File: src/rtl/tpsram_stream_reader_pkg.sv
// Shared widths and Gray/binary pointer helpers for the two-port SRAM buffer controllers.
package tpsram_reader_pkg;

    localparam int ADDR_W = 9;
    localparam int DATA_W = 32;
    localparam int PTR_W  = ADDR_W + 1;

    typedef logic [PTR_W-1:0] ptr_t;

    function automatic ptr_t bin2gray(input ptr_t b);
        return b ^ (b >> 1);
    endfunction

    function automatic ptr_t gray2bin(input ptr_t g);
        ptr_t b;
        b[PTR_W-1] = g[PTR_W-1];
        for (int i = PTR_W - 2; i >= 0; i--) begin
            b[i] = b[i+1] ^ g[i];
        end
        return b;
    endfunction

endpackage

File: src/rtl/tpsram_stream_reader_if.sv
// Output stream towards the LVDS serializer.
// A word transfers on every RCLK edge where DOUT_VALID && DOUT_READY; while VALID is high and READY low, DOUT/DOUT_LAST hold.
interface tpsram_stream_reader_if
    import tpsram_reader_pkg::*;
#(
    parameter int DW = DATA_W
);
    logic [DW-1:0] DOUT;
    logic          DOUT_VALID;
    logic          DOUT_READY;
    logic          DOUT_LAST;

    modport master (output DOUT, output DOUT_VALID, output DOUT_LAST, input DOUT_READY);
    modport slave  (input DOUT, input DOUT_VALID, input DOUT_LAST, output DOUT_READY);
endinterface

File: src/rtl/tpsram_stream_reader_sync.sv
// Gray pointer synchronizer: SYNC_STAGES flops, then a registered Gray-to-binary conversion.
module tpsram_gray_sync
    import tpsram_reader_pkg::*;
#(
    parameter int SYNC_STAGES = 2
) (
    input  logic clk_i,
    input  logic rst_ni,
    input  ptr_t gray_i,
    output ptr_t bin_o
);

    logic [SYNC_STAGES-1:0][PTR_W-1:0] sync_q;
    ptr_t                              bin_q;

    always_ff @(posedge clk_i or negedge rst_ni) begin
        if (!rst_ni) begin
            sync_q <= '0;
            bin_q  <= '0;
        end else begin
            sync_q <= {sync_q[SYNC_STAGES-2:0], gray_i};
            bin_q  <= gray2bin(sync_q[SYNC_STAGES-1]);
        end
    end

    assign bin_o = bin_q;

endmodule

File: src/rtl/tpsram_stream_reader.sv
// Read-side controller of the 32x512 two-port SRAM buffer: pointer sync, read issue,
// 2-entry skid buffer absorbing the SRAM read latency, and frame-end marking.
module tpsram_stream_reader
    import tpsram_reader_pkg::*;
#(
    parameter int FRAME_WORDS = 64,
    parameter int SYNC_STAGES = 2
) (
    input  logic                RCLK,
    input  logic                RESET_N,
    input  ptr_t                WPTR_GRAY,
    output ptr_t                RPTR_GRAY,
    output logic [ADDR_W-1:0]   RADDR,
    input  logic [DATA_W-1:0]   RD,
    input  logic                FLUSH,
    output logic                EMPTY,
    output ptr_t                LEVEL,
    tpsram_stream_reader_if.master dout_if
);

    localparam int              FC_W    = (FRAME_WORDS > 1) ? $clog2(FRAME_WORDS) : 1;
    localparam logic [FC_W-1:0] FC_LAST = FC_W'(FRAME_WORDS - 1);

    ptr_t              wbin;
    ptr_t              rbin_q, rbin_d;
    ptr_t              rptr_gray_q;
    logic              infl_q, infl_d;
    logic [DATA_W-1:0] ent0_q, ent0_d, ent1_q, ent1_d;
    logic              vld0_q, vld0_d, vld1_q, vld1_d;
    logic [FC_W-1:0]   fcnt_q, fcnt_d;
    logic              last_q, last_d;
    logic              empty, pop, cap, issue;
    logic [1:0]        occ;

    tpsram_gray_sync #(.SYNC_STAGES(SYNC_STAGES)) u_wptr_sync (
        .clk_i  (RCLK),
        .rst_ni (RESET_N),
        .gray_i (WPTR_GRAY),
        .bin_o  (wbin)
    );

    assign empty = (wbin == rbin_q);
    assign pop   = vld0_q & dout_if.DOUT_READY & ~FLUSH;
    assign cap   = infl_q & ~FLUSH;
    // Occupancy after this edge's pop and capture; issuing on it keeps 1 word/cycle under READY.
    assign occ   = {1'b0, vld0_q} + {1'b0, vld1_q} + {1'b0, infl_q} - {1'b0, pop};
    assign issue = ~FLUSH & ~empty & (occ < 2'd2);

    always_comb begin
        rbin_d = rbin_q;
        infl_d = issue;
        ent0_d = ent0_q;
        ent1_d = ent1_q;
        vld0_d = vld0_q;
        vld1_d = vld1_q;
        fcnt_d = fcnt_q;
        if (pop) begin
            ent0_d = ent1_q;
            vld0_d = vld1_q;
            vld1_d = 1'b0;
            fcnt_d = (fcnt_q == FC_LAST) ? '0 : fcnt_q + FC_W'(1);
        end
        if (cap) begin
            if (!vld0_d) begin
                ent0_d = RD;
                vld0_d = 1'b1;
            end else begin
                ent1_d = RD;
                vld1_d = 1'b1;
            end
        end
        if (issue) begin
            rbin_d = rbin_q + PTR_W'(1);
        end
        if (FLUSH) begin
            rbin_d = wbin;
            vld0_d = 1'b0;
            vld1_d = 1'b0;
            fcnt_d = '0;
        end
        last_d = (fcnt_d == FC_LAST);
    end

    always_ff @(posedge RCLK or negedge RESET_N) begin
        if (!RESET_N) begin
            rbin_q      <= '0;
            rptr_gray_q <= '0;
            infl_q      <= 1'b0;
            ent0_q      <= '0;
            ent1_q      <= '0;
            vld0_q      <= 1'b0;
            vld1_q      <= 1'b0;
            fcnt_q      <= '0;
            last_q      <= 1'b0;
        end else begin
            rbin_q      <= rbin_d;
            rptr_gray_q <= bin2gray(rbin_d);
            infl_q      <= infl_d;
            ent0_q      <= ent0_d;
            ent1_q      <= ent1_d;
            vld0_q      <= vld0_d;
            vld1_q      <= vld1_d;
            fcnt_q      <= fcnt_d;
            last_q      <= last_d;
        end
    end

    assign RPTR_GRAY          = rptr_gray_q;
    assign RADDR              = rbin_q[ADDR_W-1:0];
    assign EMPTY              = empty;
    assign LEVEL              = wbin - rbin_q;
    assign dout_if.DOUT       = ent0_q;
    assign dout_if.DOUT_VALID = vld0_q;
    assign dout_if.DOUT_LAST  = vld0_q & last_q;

endmodule

File: src/flat_wrapper.sv
// flat-port wrapper written by rule: the top's interface ports become plain ports
module tpsram_stream_reader_flat import tpsram_reader_pkg::*;
#(
    parameter int FRAME_WORDS = 64,
    parameter int SYNC_STAGES = 2
)
  (RCLK, RESET_N, WPTR_GRAY, RPTR_GRAY, RADDR, RD, FLUSH, EMPTY, LEVEL, dout_if_DOUT, dout_if_DOUT_VALID, dout_if_DOUT_LAST, dout_if_DOUT_READY);
  tpsram_stream_reader_if dout_if_i ();
  input  logic RCLK;
  input  logic RESET_N;
  input  ptr_t WPTR_GRAY;
  output ptr_t RPTR_GRAY;
  output logic [ADDR_W-1:0] RADDR;
  input  logic [DATA_W-1:0] RD;
  input  logic FLUSH;
  output logic EMPTY;
  output ptr_t LEVEL;
  output wire logic [$bits(dout_if_i.DOUT)-1:0] dout_if_DOUT;
  output wire logic [$bits(dout_if_i.DOUT_VALID)-1:0] dout_if_DOUT_VALID;
  output wire logic [$bits(dout_if_i.DOUT_LAST)-1:0] dout_if_DOUT_LAST;
  input wire logic [$bits(dout_if_i.DOUT_READY)-1:0] dout_if_DOUT_READY;
  assign dout_if_DOUT = dout_if_i.DOUT;
  assign dout_if_DOUT_VALID = dout_if_i.DOUT_VALID;
  assign dout_if_DOUT_LAST = dout_if_i.DOUT_LAST;
  assign dout_if_i.DOUT_READY = dout_if_DOUT_READY;
  tpsram_stream_reader #(.FRAME_WORDS(FRAME_WORDS), .SYNC_STAGES(SYNC_STAGES)) u_core (.RCLK(RCLK), .RESET_N(RESET_N), .WPTR_GRAY(WPTR_GRAY), .RPTR_GRAY(RPTR_GRAY), .RADDR(RADDR), .RD(RD), .FLUSH(FLUSH), .EMPTY(EMPTY), .LEVEL(LEVEL), .dout_if(dout_if_i));
endmodule
File: config.mk
export PLATFORM = sky130hd
export DESIGN_NAME = tpsram_stream_reader_flat
export DESIGN_NICKNAME = d
export VERILOG_FILES = /design/src/rtl/tpsram_stream_reader_pkg.sv /design/src/rtl/tpsram_stream_reader_if.sv /design/src/rtl/tpsram_stream_reader_sync.sv /design/src/rtl/tpsram_stream_reader.sv /design/src/flat_wrapper.sv
export SDC_FILE = /design/constraint.sdc
export NUM_CORES = 1
export LEC_CHECK = 0
export CORE_MARGIN = 1
export CORE_UTILIZATION = 56
export CTS_CLUSTER_SIZE = 25
export DETAILED_ROUTE_END_ITERATION = 8
export PLACE_DENSITY = 0.86
export RECOVER_POWER = 50
export SETUP_SLACK_MARGIN = 0.15
export SYNTH_ARGS = -nofsm -noshare
export SYNTH_HDL_FRONTEND = slang
export SYNTH_HIERARCHICAL = 1
export SYNTH_SLANG_ARGS = --single-unit
File: constraint.sdc
create_clock -name RCLK -period 7.6 [get_ports RCLK]
set_clock_uncertainty 0.1 [all_clocks]
set_input_delay 1.14 -clock RCLK [delete_from_list [all_inputs] [get_ports RCLK]]
set_output_delay 1.14 -clock RCLK [all_outputs]
set_load 0.02 [all_outputs]
==> results of run 1 <==
==> layer usage <==
layer  global-route usage  up-vias  routed length (um)
met4                0.103        0                 235
li1                     -     1852                   -
met3               0.0649       26                 679
met1                0.313     1976                4780
met5                    0        -                   0
met2                0.441      154                6530
==> cell usage in the layout, fill, tap and decap left out, types with 2 or more instances in the layout <==
master,instances
clkbuf_16,16
clkinv_4,3
o211ai_1,2
xnor2_1,16
mux2i_1,32
a21oi_1,12
a21o_1,3
o41ai_1,3
xnor3_1,3
xor2_1,13
nor2_1,24
nand2_1,52
nor2b_1,2
nand3_1,8
ha_1,13
nor4_1,3
clkinvlp_4,4
inv_1,17
dfrtp_1,123
inv_6,4
and3_1,2
clkbuf_1,2
nor3_1,7
o21a_1,2
dlygate4sd3_1,12
clkdlybuf4s50_1,96
mux2_2,32
buf_4,3
o21ai_0,42
o21bai_1,2
==> layout make-up <==
| cell class | count | area share |
|---|---|---|
| well taps | 129 | 0.0221 |
| clock buffers | 18 | 0.0573 |
| clock inverters | 14 | 0.0189 |
| flip-flops and latches | 123 | 0.422 |
| inverters | 18 | 0.00961 |
| repair buffers | 113 | 0.153 |
| multi-input cells | 307 | 0.317 |
==> state kept, by name (all words and copies together) (netlist names), named ones only <==
register                   count
u_core/dout_if.DOUT           32
u_core/ent1_q                 32
u_core/u_wptr_sync/sync_q     20
u_core/u_wptr_sync/bin_o      10
u_core/RPTR_GRAY               9
u_core/fcnt_q                  6
u_core/rbin_q                  4
u_core/dout_if.DOUT_VALID      1
u_core/infl_q                  1
u_core/last_q                  1
u_core/vld1_q                  1
==> worst max-delay path: stages (launching register included) <==
cell	delay [ps]
dfrtp_1	440
ha_1	200
inv_1	60
fa_1	400
a21o_1	200
a21oi_1	220
o21ai_0	170
o41ai_1	330
xnor2_1	160
clkdlybuf4s50_1	620
==> per-stage QoR <==
stage,total power (W),instance area (um^2),hold WS [ps],utilization,worst slack (ps)
after floorplan,0.00161,5540,231,-,3330
after global placement,0.00205,6740,235,0.716,2820
after detailed placement,0.00208,6740,235,0.716,2700
after CTS,0.00284,7300,248,0.775,3020
after global routing,0.00297,7290,250,0.774,2520
final,0.00282,7290,247,0.774,3040
==> path summary, 6_finish.rpt <==
path / from / end / slack [ps] / cells after the start
max: u_core/rbin_q[0]$_DFF_PN0_ / LEVEL[8] / 3040 / 9
min: u_core/u_wptr_sync/sync_q[0]$_DFF_PN0_ / u_core/u_wptr_sync/sync_q[10]$_DFF_PN0_ / 250 / 0
max reg2reg: u_core/dout_if.DOUT_VALID$_DFF_PN0_ / u_core/RPTR_GRAY[2]$_DFF_PN0_ / 4420 / 12
min reg2reg: u_core/u_wptr_sync/sync_q[0]$_DFF_PN0_ / u_core/u_wptr_sync/sync_q[10]$_DFF_PN0_ / 250 / 0
max in group asynchronous: RESET_N / u_core/u_wptr_sync/bin_o[8]$_DFF_PN0_ / 3310 / 2
min in group asynchronous: RESET_N / u_core/dout_if.DOUT[26]$_DFF_PN0_ / 1260 / 1
==> synthesized netlist by cell type (2+ instances only) <==
master / instances / area [um^2]
dfrtp_1: 123 / 3080
nand2_1: 52 / 195
o21ai_0: 42 / 210
mux2_2: 32 / 360
mux2i_1: 32 / 320
nor2_1: 24 / 90.1
inv_1: 17 / 63.8
xnor2_1: 16 / 140
ha_1: 13 / 163
xor2_1: 13 / 114
a21oi_1: 12 / 60.1
clkbuf_1: 11 / 41.3
nand3_1: 8 / 40.0
nor3_1: 8 / 40.0
buf_1: 5 / 18.8
a21o_1: 3 / 22.5
nor4_1: 3 / 18.8
o41ai_1: 3 / 26.3
and3_1: 2 / 12.5
buf_2: 2 / 10.0
nor2b_1: 2 / 12.5
o211ai_1: 2 / 15.0
o21a_1: 2 / 15.0
o21bai_1: 2 / 15.0
xnor3_1: 2 / 45.0
==> cells by family (layout without fill, tap and decap cells) <==
group                      count (synthesis)  after routing  synth area share
xor gates and xnor gates                  34             34            0.0657
adders and majority gates                 14             14            0.0330
muxes                                     64             64             0.123
DFF                                      123            123             0.556
buffers and inverters                     37            163            0.0273
AOI/OAI and AO/OA                         86             86             0.104
and+or+nand+nor                          109            109            0.0915
==> report_power, final <==
part	leakage, nW	total (W)	switching, W	internal [W]
Combinational	1.60	0.00111	0.000564	0.000548
Sequential	1.50	0.000970	0.000132	0.000838
Clock	0.261	0.000743	0.000304	0.000439
==> metrics.yaml, run 1 <==
place_inst: 690
period_needed_ps: 4560
track_usage: 0.257
cts_root_buffer: "clkbuf_8"
asyncSetResetFlopFracSynth: 1.00
cts_buffers: 17
p_leak_nw: 3.36
startpoint_type: "flip-flop"
finalCritPeriodShare: 0.600
first_iter_violations: 245
syn2layout_area_growth_pct: 31.6
cp_data_arrival_time_ps: 3320
nNetsFinal: 640
final_antenna_net_count: 0
synth_top_flop_cell: "dfrtp_1"
multi_input_area_mm2: 0.00231
finalHoldViolations: 0
synth_seq_cells: 123
crit_type: "reg -> out"
avgViaCountPerCell: 5.55
max_freq_mhz: 219
wl_mm: 12.2
drive_gt1_frac: 0.135
crit_path_end_kind: "output port"
synth-edff-count: 0
clockBufferDepth: 2
cp.required_ps: 6360
slew_headroom: -0.625
synth_nets: 527
firstDrtPassIters: 6
pwr_density_cell_mw_per_mm2: 388
fin_tns_setup_ps: 0
avgSynthCellArea_um2: 11.9
yosys_warnings: 6
clkSlewWorstSetupHoldPaths_ps: 60
regArea_mm2: 0.00308
ys_types: 61
clock-sinks: 123
syn_inst: 467
hold_class: "reg -> reg"
violations: "max-capacitance violations, max-slew violations"
insertion_delay_ps: 520
die_y_um: 101
syn-cell-area_mm2: 0.00554
antennaDiodeCount: 0
postCtsHoldBufs: 0
wl_per_cell_um: 16.9
slew_violations: 126
start_util: 0.588
grt_pass1_vias: 4068
grt_pass1_wl_mm: 19.6
coreArea_mm2: 0.00942
fp.dieArea_mm2: 0.0103
io_pins: 110
outcome: "finished, violations left"
post_cts_buffers: 0
cts_resized: 0
rsz0062_at_grt: "no"
rows: 35
vias: 4008
die_w_um: 101
dpl.hpwl_mm: 7.99
antenna_found_initial: 0
cts_tree: "yes"
finalSetupViolCount: 0
worstMarginPinSlew_ps: 2440
drc_errors: 0
io_buffers: 109
htreeDepth: 4
worstPathMaxFanout: 6
grt_max_degree: 78
finalNonFillerCells: 722
ys_seq_area_frac: 0.556
nFillCells: 556
cap_viol_max_count: 2
ir_drop_mv: 0.254
place.gp.congestion: 0.865
overflow: 0
No activity file was read; power rests on OpenSTA's default activity.
==> run 2: changes to the inputs <==
--- a/config.mk
+++ b/config.mk
@@ -6,10 +6,10 @@
 export NUM_CORES = 1
 export LEC_CHECK = 0
 export CORE_MARGIN = 1
-export CORE_UTILIZATION = 56
+export CORE_UTILIZATION = 52
 export CTS_CLUSTER_SIZE = 25
 export DETAILED_ROUTE_END_ITERATION = 8
-export PLACE_DENSITY = 0.86
+export PLACE_DENSITY = 0.8
 export RECOVER_POWER = 50
 export SETUP_SLACK_MARGIN = 0.15
 export SYNTH_ARGS = -nofsm -noshare
==> constraint.sdc (replaced) <==
create_clock -name RCLK -period 4.2 [get_ports RCLK]
set_clock_uncertainty 0.1 [all_clocks]
set_input_delay 0.63 -clock RCLK [delete_from_list [all_inputs] [get_ports RCLK]]
set_output_delay 0.63 -clock RCLK [all_outputs]
set_load 0.02 [all_outputs]
==> metrics.yaml, run 2 (same netlist as run 1, synthesis figures left out) <==
outcome: "finished, violations left"
violations: "max-capacitance violations, max-slew violations"
grt_max_degree: 78  # unchanged
finalHoldViolations: 0  # unchanged
die_y_um: 105  # +3.7%
grtUsageMet3: 0.0464  # -0.0185
grt_pass1_vias: 4086  # +0.44%
rows: 37  # +5.7%
place.gp.congestion: 0.902  # +4.3%
syn2layout_area_growth_pct: 33.5
insertion_delay_ps: 490  # -30 ps
layout_commonest_cell: "dfrtp_1"
max_freq_mhz: 266
drive_gt1_frac: 0.140  # +0.00482
crit_type: "reg -> out"
nNetsFinal: 641  # +0.16%
crit_path_cell_trace: "ha_1 -> inv_1 -> fa_1 -> a21o_1 -> a21oi_1 -> o21ai_0 -> nor2_1 -> xnor2_1 -> clkdlybuf4s50_1"
slew_headroom: -0.206  # +0.419
finalSetupViolCount: 0  # unchanged
wl_mm: 12.0  # -1.8%
worstPathMaxFanout: 6  # unchanged
grt_pass1_wl_mm: 20.2  # +2.8%
fp.dieArea_mm2: 0.0111  # +7.5%
antenna_found_initial: 0  # unchanged
slew_violations: 78  # -38%
clockBufferDepth: 2  # unchanged
crit_path_end_kind: "output port"
rsz0062_at_grt: "no"
dpl.hpwl_mm: 7.97  # -0.21%
mostFrequentLayoutCells: "dfrtp_1, clkdlybuf4s50_1, nand2_1"
pwr_density_cell_mw_per_mm2: 718  # +85%
slowest_stage: "clkdlybuf4s50_1"
finalCritPeriodShare: 0.896
hold_class: "reg -> reg"
io_pins: 110  # unchanged
die_w_um: 105  # +3.7%
cap_viol_max_count: 1  # -1
coreArea_mm2: 0.0103  # +9.6%
cp_top_family: "buffers and inverters"
finalNonFillerCells: 730  # +1.1%
htreeDepth: 4  # unchanged
io_buffers: 109  # unchanged
cts_buffers: 17  # unchanged
place_area_mm2: 0.00677  # +0.43%
clkSlewWorstSetupHoldPaths_ps: 60  # about the same
max_stage_delay_ps: 620  # about the same
finalPower_w: 0.00531  # +88%
fin_area_mm2: 0.00740  # +1.5%
vias: 3930  # -1.9%
p_leak_nw: 3.42  # +1.8%
start_util: 0.537  # -0.0518
met2_usage: 0.401  # -0.0398
drc_errors: 0  # unchanged
overflow: 0  # unchanged
place_inst: 698  # +1.2%
path_buf_inv: 2  # unchanged
ir_drop_mv: 0.413  # +63%
first_iter_violations: 196  # -20%
top_usage_layer: "met2"
fin_ws_ps: 437  # -2600 ps
cp_data_arrival_time_ps: 3030  # -290 ps
firstDrtPassIters: 4  # -2
worstMarginPinSlew_ps: 1810  # -628 ps
avgViaCountPerCell: 5.38  # -3.0%
fin_tns_setup_ps: 0  # unchanged
cts_tree: "yes"
gr-usage-met1: 0.296  # -0.0171
wl_per_cell_um: 16.4  # -2.9%
cts_root_buffer: "clkbuf_8"
antennaDiodeCount: 0  # unchanged
final_antenna_net_count: 0  # unchanged
cp.required_ps: 3470  # -2890 ps
clock-sinks: 123  # unchanged
dp_worst_setup_slack_ps: 421  # -2280 ps
startpoint_type: "flip-flop"
period_needed_ps: 3760
track_usage: 0.235  # -0.0223
## run 2: final timing paths
check,endpoint,cells after the start,from,slack [ps]
worst max-delay path,LEVEL[6],9,u_core/rbin_q[0]$_DFF_PN0_,440
worst min-delay path,u_core/u_wptr_sync/sync_q[10]$_DFF_PN0_,0,u_core/u_wptr_sync/sync_q[0]$_DFF_PN0_,250
worst max register to register,u_core/RPTR_GRAY[2]$_DFF_PN0_,12,u_core/dout_if.DOUT_VALID$_DFF_PN0_,1070
worst min register to register,u_core/u_wptr_sync/sync_q[10]$_DFF_PN0_,0,u_core/u_wptr_sync/sync_q[0]$_DFF_PN0_,250
max in group asynchronous,asynchronous set/reset pin,2,RESET_N,1560
min in group asynchronous,u_core/ent1_q[23]$_DFFE_PN0P_,1,RESET_N,520
## run 2: through the flow
step | hold WS (ps) | util
finish | 246 | 0.717
global route | 253 | 0.717
CTS | 201 | 0.717
detailed placement | 235 | 0.656
global placement | 233 | 0.656
floorplan | 231 | -
## run 2: power by group
group | internal (W) | total, W | leakage, nW | switching [W]
Sequential | 0.00152 | 0.00174 | 1.50 | 0.000229
Combinational | 0.00100 | 0.00204 | 1.62 | 0.00104
Clock | 0.00100 | 0.00153 | 0.299 | 0.000526
## run 2: cell type report
| class | count | area [um^2] |
|---|---|---|
| inverter | 18 | 70.1 |
| clock buffer | 20 | 445 |
| sequential | 123 | 3080 |
| multi-input combinational | 307 | 2330 |
| timing repair buffer | 114 | 1120 |
| clock inverter | 12 | 186 |
| tap | 136 | 170 |
| fill | 737 | 2930 |
## run 2: routing by layer
layer | part of all wire | up-vias
met5 | 0 | -
met4 | 0.013 | 0
met3 | 0.030 | 14
li1 | - | 1871
met2 | 0.54 | 90
met1 | 0.42 | 1955
## run 2: repair_timing
action | 4_1_cts | 5_1_grt
hold buffers | 0 | 0
setup buffers | 0 | 0
resized for setup | 0 | 3
endpoints found under the setup margin | 0 | 3
==> run 3: changes to the inputs <==
--- a/config.mk
+++ b/config.mk
@@ -12,6 +12,7 @@
 export PLACE_DENSITY = 0.8
 export RECOVER_POWER = 50
 export SETUP_SLACK_MARGIN = 0.15
+export SLEW_MARGIN = 0
 export SYNTH_ARGS = -nofsm -noshare
 export SYNTH_HDL_FRONTEND = slang
 export SYNTH_HIERARCHICAL = 1
==> results of run 3 <==
The final DEF is identical to that of run 2; final timing and power are the same.
